## config.mk

```make
export PLATFORM = sky130hd
export DESIGN_NAME = count_bcd_display
export DESIGN_NICKNAME = d
export VERILOG_FILES = /design/src/rtl/count_bcd_display.sv
export SDC_FILE = /design/constraint.sdc
export NUM_CORES = 1
export LEC_CHECK = 0
export CORE_MARGIN = 5
export CORE_UTILIZATION = 38
export DETAILED_ROUTE_END_ITERATION = 16
export MAX_ROUTING_LAYER = met4
export PLACE_DENSITY_LB_ADDON = 0.1
export SYNTH_ARGS = -nofsm -noshare
export SYNTH_HDL_FRONTEND = slang
export SYNTH_SLANG_ARGS = --single-unit
export TNS_END_PERCENT = 1
```

## constraint.sdc

```tcl
create_clock -name Clk -period 3.02 [get_ports Clk]
set_input_delay 0.302 -clock Clk [delete_from_list [all_inputs] [get_ports Clk]]
set_output_delay 0.302 -clock Clk [all_outputs]
set_load 0.01 [all_outputs]
```

## src/rtl/count_bcd_display.sv

```systemverilog
// Binary 0-99 count -> BCD via sequential double-dabble; drives a 2-digit common-anode 7-seg display.
// Latency: 8 clocks from capture edge to bcd_* update; seg follows one clock later.
// No backpressure: count_in changes while busy are ignored; optional LEADING_ZERO_BLANK_EN blanks tens 0.
module count_bcd_display #(
    parameter int SCAN_DIV = 50000,
    parameter int DIV_W    = 16
) (
    input  logic       Clk,
    input  logic       reset,
    input  logic [6:0] count_in,
    output logic [6:0] seg,
    output logic [1:0] an,
    output logic [3:0] bcd_tens,
    output logic [3:0] bcd_ones,
    output logic       busy
);

    typedef enum logic [1:0] {IDLE, CONVERT, COMMIT} state_t;

    state_t            state;
    state_t            state_nxt;
    logic [6:0]        last_sample;
    logic [14:0]       shift_reg;
    logic [14:0]       shift_adj;
    logic [14:0]       shift_nxt;
    logic [2:0]        iter;
    logic              oor;
    logic              start;
    logic              last_shift;
    logic              load_en;
    logic              shift_en;
    logic              commit_en;
    logic [DIV_W-1:0]  div_cnt;
    logic              tick;
    logic              digit_sel;
    logic [6:0]        seg_nxt;

    assign start      = (count_in != last_sample);
    assign last_shift = (iter == 3'd6);

    always_ff @(posedge Clk or posedge reset) begin
        if (reset) begin
            state <= IDLE;
        end else begin
            state <= state_nxt;
        end
    end

    always_comb begin
        state_nxt = state;
        case (state)
            IDLE:    if (start) state_nxt = CONVERT;
            CONVERT: if (last_shift) state_nxt = COMMIT;
            COMMIT:  state_nxt = IDLE;
            default: state_nxt = IDLE;
        endcase
    end

    always_comb begin
        busy      = (state != IDLE);
        load_en   = (state == IDLE) && start;
        shift_en  = (state == CONVERT);
        commit_en = (state == COMMIT);
    end

    // BCD nibbles live in [14:11] (tens) and [10:7] (ones); binary shifts out of [6:0].
    always_comb begin
        shift_adj = shift_reg;
        if (shift_reg[14:11] >= 4'd5) shift_adj[14:11] = shift_reg[14:11] + 4'd3;
        if (shift_reg[10:7]  >= 4'd5) shift_adj[10:7]  = shift_reg[10:7]  + 4'd3;
        shift_nxt = shift_adj << 1;
    end

    always_ff @(posedge Clk or posedge reset) begin
        if (reset) begin
            last_sample <= 7'd0;
            shift_reg   <= 15'd0;
            iter        <= 3'd0;
            oor         <= 1'b0;
            bcd_tens    <= 4'd0;
            bcd_ones    <= 4'd0;
        end else begin
            if (load_en) begin
                last_sample <= count_in;
                shift_reg   <= {8'd0, count_in};
                iter        <= 3'd0;
                oor         <= (count_in > 7'd99);
            end
            if (shift_en) begin
                shift_reg <= shift_nxt;
                iter      <= iter + 3'd1;
            end
            if (commit_en) begin
                bcd_tens <= oor ? 4'hF : shift_reg[14:11];
                bcd_ones <= oor ? 4'hF : shift_reg[10:7];
            end
        end
    end

    assign tick = (div_cnt == DIV_W'(SCAN_DIV - 1));

    // an is chosen from digit_sel before it toggles, so the first tick lights ones.
    always_ff @(posedge Clk or posedge reset) begin
        if (reset) begin
            div_cnt   <= '0;
            digit_sel <= 1'b0;
            an        <= 2'b11;
        end else begin
            div_cnt <= tick ? '0 : div_cnt + DIV_W'(1);
            if (tick) begin
                digit_sel <= ~digit_sel;
                an        <= digit_sel ? 2'b01 : 2'b10;
            end
        end
    end

    function automatic logic [6:0] seg_decode(input logic [3:0] d);
        case (d)
            4'd0:    return 7'h40;
            4'd1:    return 7'h79;
            4'd2:    return 7'h24;
            4'd3:    return 7'h30;
            4'd4:    return 7'h19;
            4'd5:    return 7'h12;
            4'd6:    return 7'h02;
            4'd7:    return 7'h78;
            4'd8:    return 7'h00;
            4'd9:    return 7'h10;
            4'hF:    return 7'h3F;
            default: return 7'h7F;
        endcase
    endfunction

    always_comb begin
        seg_nxt = 7'h7F;
        case (an)
            2'b10: seg_nxt = seg_decode(bcd_ones);
            2'b01: begin
                seg_nxt = seg_decode(bcd_tens);
`ifdef LEADING_ZERO_BLANK_EN
                if (bcd_tens == 4'd0) seg_nxt = 7'h7F;
`endif
            end
            default: seg_nxt = 7'h7F;
        endcase
    end

    always_ff @(posedge Clk or posedge reset) begin
        if (reset) begin
            seg <= 7'h7F;
        end else begin
            seg <= seg_nxt;
        end
    end

endmodule

```

-- Word level (Yosys, flattened, before mapping)
Memories as Yosys holds them, arrays and structs flattened.
Cells that the tools add are included.
- register bits after elaboration: 62
- memories kept: 2
- bits in read-only memories: 224
- output and inout bits: 18
- input port bits: 9
- word-level logic and storage cells: 49
- mux-type cells: 14
- add/sub/neg operators: 4
- equality and inequality tests: 9
- bitwise gates (word level): 1
- magnitude comparators: 3
- reduce and logical (&&, ||, !) cells: 5
- memory list (name ; words ; width ; read ports ; clocked after memory_dff ; wr ports ; RTL line ; RTL):
    (no name shown) ; 16 ; 7 ; 1 ; 0 ; 0 ; 118 ; case (d)
    (no name shown) ; 16 ; 7 ; 1 ; 0 ; 0 ; 118 ;
- operator list (cell ; count):
    $mux 15 ; 2
    $add 16x1->16 const B ; 1
    $eq 16x16->1 const B ; 1
    $mux 16 ; 1
    $pmux 7 s2 ; 1
    $mux 4 ; 3
    $mux 3 ; 3
    $ge 4x3->1 const B ; 2
    $gt 7x7->1 const B ; 1
    $ne 7x7->1 ; 1
    $mux 2 ; 3
    $add 4x2->4 const B ; 1
    $eq 2x1->1 const B ; 2
    $eq 2x2->1 const B ; 2
    $ne 2x2->1 const B ; 2
    $pmux 2 s2 ; 1
    $reduce_bool 2->1 ; 2
    $add 3x1->3 const B ; 1
    $add 3x2->3 const B ; 1
    $eq 3x3->1 const B ; 1
    $logic_not 2->1 ; 1
    $reduce_and 2->1 ; 1
    $logic_and 1x1->1 ; 1
    $not 1->1 ; 1

-- Longest topological paths before layout
Gate-level depths: netlist of run 1.
- depth in word-level cells: 4
- depth in mapped cells: 6
- gate-level depth less buffers: 6

-- Worst setup path after synthesis of run 1
OpenSTA, ideal clock, no wires.
- kind: reg-to-reg
- start point: reg div_cnt[13]
- end point: reg div_cnt[9]
- cell stages (with the launch flop): 5
- arrival: 1585 ps
- setup time: 124 ps
- period minus slack after synthesis: 1709 ps
- required time: 2896 ps
- path slack: 1311 ps
- path buffers: 0
- path through: dfrtp_1 > or4bb_1 > nor4_4 > a311oi_1 > a211o_1
- longest elaborated chain between the ends: 2
- ends and longest elaborated chain (element ; RTL line ; RTL):
    start, declared ; 33 ; logic [DIV_W-1:0] div_cnt;
    start signal, assigned ; 109 ; div_cnt <= tick ? '0 : div_cnt + DIV_W'(1);
    $eq 16x16->1 ; 100 ; assign tick = (div_cnt == DIV_W'(SCAN_DIV - 1));
    $mux 16 ; 109 ;
No other way between the ends.
A chain may end at the register's enable or synchronous reset.

-- Worst setup path in the final report of run 1
- start point: reg state[0]
- end point: out busy
- longest elaborated chain between the ends: 1
- ends and longest elaborated chain (element ; RTL line ; RTL):
    start, declared ; 20 ; state_t state;
    start signal, assigned ; 45 ; state <= state_nxt;
    $reduce_bool 2->1 ; 60 ; busy = (state != IDLE);
    end, declared ; 15 ; output logic busy
No other way between the ends.

==> results.txt, run 1 <==
status -> complete, no violations
Synth cell types -> 49
I/O pin count -> 27
Internal Power -> 0.00196 W
commonest non-fill, non-tap cell in the layout -> dfrtp_1
Setup-failing EPs final -> 0
H-tree Lvls -> 3
Power Dens Cells -> 809 nW/um^2
Global Route Usage Sum -> 13.2%
first-pass GRT wire length -> 11700 um
cts-stage hold buffer count -> 0
Crit. End Element -> primary output
async set-reset flop share out of synthesis -> 100%
wirelength, routed -> 6760 um
routed vias -> 2424
leakage -> 1.70 nW
routability cong. -> 0.789
drt pass-1 iters -> 4
clk buf depth -> 2
Switch Pwr -> 0.00122 W
synthesized area per cell -> 10.5 um^2
Overall Power -> 0.00318 W
largest net degree at the start of global routing -> 29
Post-Synthesis Cells -> 325
# port buffers -> 26
Required @ worst endpoint -> 2.72 ns
Clock Power Share -> 19.8%
sequential power share -> 42.8%
layout cells sized above 1 -> 12.3%
Worst-Margin Slew -> 0.887 ns
type of origin of the critical path -> register
CP max FO -> 16
Antenna diodes -> 0
Clk pin slew, worst setup/hold paths -> 0.07 ns
CTS tree -> built
Mapped Nets -> 357
kind of critical path -> reg2out
RSZ-0062 raised after global routing -> no
Gate power share -> 37.4%
max reg flops -> 16
Remaining Overflow, GRT -> 0
yosys warns -> 0
Rows -> 34
ys flop type -> dfrtp_1
ranking of synthesized cells by area -> dfrtp_1, ha_1, dfstp_2
post-CTS setup buffers -> 0
Wirelength per Cell -> 14.5 um
Iteration-0 DRC Markers -> 61
post-CTS resize count -> 0
Antenna Nets Post-Route -> 0
# DRC -> 0
Mapped Area -> 3410 um^2
CTS buffer count -> 9
worst skew pair latency -> 0.34 ns
commonest non-fill, non-tap cells in the layout -> dfrtp_1, a21oi_1, clkdlybuf4s50_1, ha_1, inv_1
register bit total from synthesis -> 62
CP Data Arrival Time -> 1.95 ns
MaxCap Viol Count -> 0
Vias/cell -> 5.20
clock sinks -> 62
Worst R2R Setup Slack -> 1.00 ns
area delta synth->final -> 15.5%
Fmax -> 0.444 GHz
Die X -> 105 um
clock root buffer -> clkbuf_8
vias in the first global route -> 2411
Sw Share -> 38.4%
r2r startpoint -> div_cnt[13]$_DFF_PP0_
R2R depth -> 4
post-synthesis sequential area ratio -> 45.9%
Setup Skew -> 0.00663 ns
Final Max Tran Viols -> 0
hpwl dp -> 4840 um
Final period util -> 74.6%
initial antenna violation count -> 0
Worst Hold Class -> in2async
Post-synth EDFFs -> 0
Synth area leader -> dfrtp_1
die footprint -> 11000 um^2
final layout net count -> 385
Hold Vio Cnt, Final -> 0
FF-to-FF End -> div_cnt[9]$_DFF_PP0_
Tmin final -> 2.25 ns
Starting Density -> 39.1%
core footprint -> 8720 um^2
Relative slew margins -> 40.7%
TNS Setup -> 0 ns
height of the die -> 105 um
maximum vdd ir drop -> 0.270 mV
top-area cell type share of the netlist area -> 38.9%
-- power by group through the flow --
stage	combinational, W	sequential (W)	clock (W)
after floorplan	0.000944	0.00126	0
after global placement	0.00117	0.00138	0
after detailed placement	0.00120	0.00138	0
after CTS	0.00121	0.00136	0.000653
after global routing	0.00134	0.00141	0.000689
final	0.00119	0.00136	0.000632
-- routing by layer --
| layer | global-route usage (%) | wire [um] |
|---|---|---|
| met4 | 5.21 | 95 |
| met1 | 17.5 | 3320 |
| met3 | 2.59 | 230 |
| met2 | 20.0 | 3110 |
| met5 | - | 0 |
-- worst max-delay path: stages (launching register included) --
cell,delay (ns)
dfrtp_1,0.66
nor2_1,0.10
buf_4,0.20
inv_1,0.11
clkdlybuf4s50_1,0.55
-- through the flow --
| step | util [%] | instances | worst slack, ns | instance area, um^2 | hold slack [ns] |
|---|---|---|---|---|---|
| 6_report | 45.1 | 466 | 0.767 | 3930 | 0.358 |
| 5_1_grt | 45.1 | 466 | 0.660 | 3930 | 0.440 |
| 4_1_cts | 45.1 | 466 | 0.744 | 3930 | 0.381 |
| 3_5_place_dp | 43.2 | 450 | 0.658 | 3770 | 0.463 |
| 3_3_place_gp | 43.2 | 450 | 0.706 | 3770 | 0.457 |
| 2_1_floorplan | - | 325 | 1.19 | 3410 | 0.441 |
-- area by class of cell --
class,count,area (um^2)
inverter,22,82.6
tap,108,135
fill,826,4790
sequential,62,1560
clock inverter,2,10.0
multi-input combinational,227,1690
clock buffer,14,153
timing repair buffer,31,298
-- synth_stat cells, types with 6 or more instances --
library cell / count
dfrtp_1: 53
a21oi_1: 26
ha_1: 23
inv_1: 22
nand2_1: 17
nand3_1: 16
nor2_1: 13
xnor2_1: 13
nor3_1: 11
xor2_1: 11
mux2_2: 10
dfstp_2: 9
o211ai_1: 9
clkbuf_1: 8
a22o_1: 7
nand4b_1: 7
o21ai_0: 7
a22oi_1: 6
-- worst max path at each step --
stage,from,endpoint,slack [ns],cells past startpoint
2_1_floorplan,reset,bcd_ones[0]$_DFFE_PP0N_,1.19,1
3_3_place_gp,count_in[0],iter[0]$_DFFE_PP0P_,0.71,5
3_5_place_dp,count_in[2],iter[0]$_DFFE_PP0P_,0.66,5
4_1_cts,state[0]$_DFFE_PP0P_,busy,0.74,4
5_1_grt,state[0]$_DFFE_PP0P_,busy,0.66,4
6_report,state[0]$_DFFE_PP0P_,busy,0.77,4
-- kinds of logic (layout without fill, tap and decap cells) --
family / count (synthesis) / count (layout) / synth area share [%]
AO/OA/AOI/OAI: 73 / 73 / 14.8
XOR/XNOR: 24 / 24 / 6.17
adder cells (fa/ha/maj): 23 / 23 / 8.45
buffers and inverters: 36 / 69 / 4.41
flip-flops: 62 / 62 / 45.9
multiplexers: 13 / 13 / 4.19
AND/OR/NAND/NOR: 94 / 94 / 16.1
No activity file was read; power rests on OpenSTA's default activity.
==> inputs of run 2 (changes only) <==
==> constraint.sdc (replaced) <==
create_clock -name Clk -period 2.2 [get_ports Clk]
set_input_delay 0.22 -clock Clk [delete_from_list [all_inputs] [get_ports Clk]]
set_output_delay 0.22 -clock Clk [all_outputs]
set_load 0.01 [all_outputs]
==> run 2 against run 1 <==
  * Hold slack lost 0.082 ns
  * Core utilization increased by 2.0 points
  * Global-route usage increased by 0.30 points
  * Clock skew increased by 0.0035 ns
  * Cell count up 1.9%
  * Wire length grew 3.4%
  * Critical path type is now reg2reg
  * Critical endpoint is now div_cnt[1]$_DFF_PP0_
  * Highest routed layer unchanged
==> results.txt, run 2 (synthesized netlist as in run 1, its figures left out) <==
Sw Share -> 35.4% (-2.9 points)
Relative slew margins -> 57.7% (+17 points)
maximum vdd ir drop -> 0.684 mV (+150%)
layout cells sized above 1 -> 15.5% (+3.2 points)
Switch Pwr -> 0.00175 W (+43%)
Remaining Overflow, GRT -> 0 (unchanged)
Post-Layout Cell Count -> 475 (+1.9%)
Placed Cells -> 459 (+2.0%)
wirelength, routed -> 6990 um (+3.4%)
drt pass-1 iters -> 4 (unchanged)
# DRC -> 0 (unchanged)
commonest non-fill, non-tap cells in the layout -> dfrtp_1, a21oi_1, clkdlybuf4s50_1, ha_1, inv_1
routed vias -> 2489 (+2.7%)
CP max-delay cell -> or4bb_1
Crit. End Element -> register
sequential power share -> 37.3% (-5.5 points)
core footprint -> 8720 um^2 (unchanged)
Clk pin slew, worst setup/hold paths -> 0.08 ns (about the same)
TNS Setup -> 0 ns (unchanged)
clk buf depth -> 2 (unchanged)
CP max FO -> 5 (-11)
Clock Power Share -> 27.1% (+7.3 points)
crit-path cells -> or4bb_1, nor4_4, buf_4, and2b_2
RSZ-0062 raised after global routing -> no
Tmin final -> 1.87 ns
I/O pin count -> 27 (unchanged)
Setup-failing EPs final -> 0 (unchanged)
Antenna Nets Post-Route -> 0 (unchanged)
Worst-Margin Slew -> 0.629 ns (-0.259 ns)
routability cong. -> 0.784 (-0.67%)
type of origin of the critical path -> register
Core Util, Final -> 47.1% (+2.0 points)
Vias/cell -> 5.24 (+0.74%)
max reg flops -> 16 (unchanged)
Wirelength per Cell -> 14.7 um (+1.4%)
Setup Skew -> 0.0101 ns (+0.00347 ns)
first-pass GRT wire length -> 12000 um (+3.0%)
Die X -> 105 um (unchanged)
final layout net count -> 394 (+2.3%)
height of the die -> 105 um (unchanged)
kind of critical path -> reg2reg
CP Data Arrival Time -> 2.10 ns (+0.15 ns)
post-CTS resize count -> 0 (unchanged)
Worst Hold Class -> in2async
Antenna diodes -> 0 (unchanged)
# port buffers -> 26 (unchanged)
initial antenna violation count -> 0 (unchanged)
leakage -> 1.79 nW (+5.2%)
Internal Power -> 0.00319 W (+63%)
Final Max Tran Viols -> 0 (unchanged)
CTS tree -> built
Global Route Usage Sum -> 13.5% (+0.30 points)
H-tree Lvls -> 3 (unchanged)
post-CTS setup buffers -> 0 (unchanged)
Gate power share -> 35.6% (-1.8 points)
Required @ worst endpoint -> 2.43 ns (-0.29 ns)
clock root buffer -> clkbuf_8
die footprint -> 11000 um^2 (unchanged)
fill cell count -> 817 (-1.1%)
hpwl dp -> 4950 um (+2.4%)
area delta synth->final -> 20.6%
largest net degree at the start of global routing -> 35 (+21%)
clock sinks -> 62 (unchanged)
commonest non-fill, non-tap cell in the layout -> dfrtp_1
Starting Density -> 39.1% (unchanged)
Final period util -> 85.1%
Fmax -> 0.534 GHz
Rows -> 34 (unchanged)
CTS buffer count -> 9 (unchanged)
status -> complete, no violations
Iteration-0 DRC Markers -> 78 (+28%)
Hold Vio Cnt, Final -> 0 (unchanged)
vias in the first global route -> 2511 (+4.1%)
Power Dens Cells -> 1200 nW/um^2 (+49%)
slowest cell delay on critical path -> 0.57 ns (-0.09 ns)
worst skew pair latency -> 0.34 ns (about the same)
MaxCap Viol Count -> 0 (unchanged)
cts-stage hold buffer count -> 0 (unchanged)
[run 2: cell types whose count changed in the layout (fill, tap and decap cells not counted), sizes merged]
cell	delta
buf	+9
clkbuf	-5
clkinv	-1
bufinv	+4
clkinvlp	+1
inv	+1
[run 2: routing by layer]
metal	vias to the layer above	track usage, %	wire [um]
met5	-	-	0
met4	0	4.11	70
met3	6	3.64	257
met2	42	21.6	3290
met1	1194	16.8	3360
li1	1247	-	-
[run 2: stage by stage]
step / worst slack, ns / area, um^2 / hold slack [ns] / total power (W)
finish: 0.328 / 4110 / 0.276 / 0.00494
global route: 0.232 / 4110 / 0.329 / 0.00528
CTS: 0.335 / 4110 / 0.275 / 0.00499
detailed placement: 0.196 / 3840 / 0.467 / 0.00363
global placement: 0.222 / 3840 / 0.460 / 0.00359
floorplan: 0.453 / 3410 / 0.370 / 0.00303
[run 2: final timing paths]
check	slack, ns	to	start	cells past startpoint
max	0.33	div_cnt[1]$_DFF_PP0_	div_cnt[13]$_DFF_PP0_	4
min	0.28	last_sample[6]$_DFFE_PP0P_	reset	3
max reg2reg	0.33	div_cnt[1]$_DFF_PP0_	div_cnt[13]$_DFF_PP0_	4
min reg2reg	0.48	digit_sel$_DFFE_PP0N_	digit_sel$_DFFE_PP0N_	1
max in group asynchronous	1.56	seg[5]$_DFF_PP1_	reset	3
min in group Clk	0.48	digit_sel$_DFFE_PP0N_	digit_sel$_DFFE_PP0N_	1
[run 2: area by class of cell]
| type | instances | area [um^2] | area share, % |
|---|---|---|---|
| clock inverters | 7 | 145 | 3.53 |
| repair buffers | 40 | 365 | 8.89 |
| inverters | 22 | 82.6 | 2.01 |
| multi-input cells | 227 | 1690 | 41.2 |
| well taps | 108 | 135 | 3.29 |
| clock buffers | 9 | 124 | 3.02 |
| flip-flops and latches | 62 | 1560 | 38.0 |
[run 2: critical path: cells and delay by family (launching register included)]
family	cells	cell delay, ns
flip-flops	1	0.44
AND/OR/NAND/NOR	3	1.14
buffers and inverters	1	0.18
[run 2: power groups by stage]
stage | Combinational [W] | Sequential (W) | Clock, W
after floorplan | 0.00130 | 0.00174 | 0
after global placement | 0.00173 | 0.00186 | 0
after detailed placement | 0.00176 | 0.00186 | 0
after CTS | 0.00177 | 0.00185 | 0.00137
after global routing | 0.00196 | 0.00189 | 0.00143
final | 0.00176 | 0.00185 | 0.00134
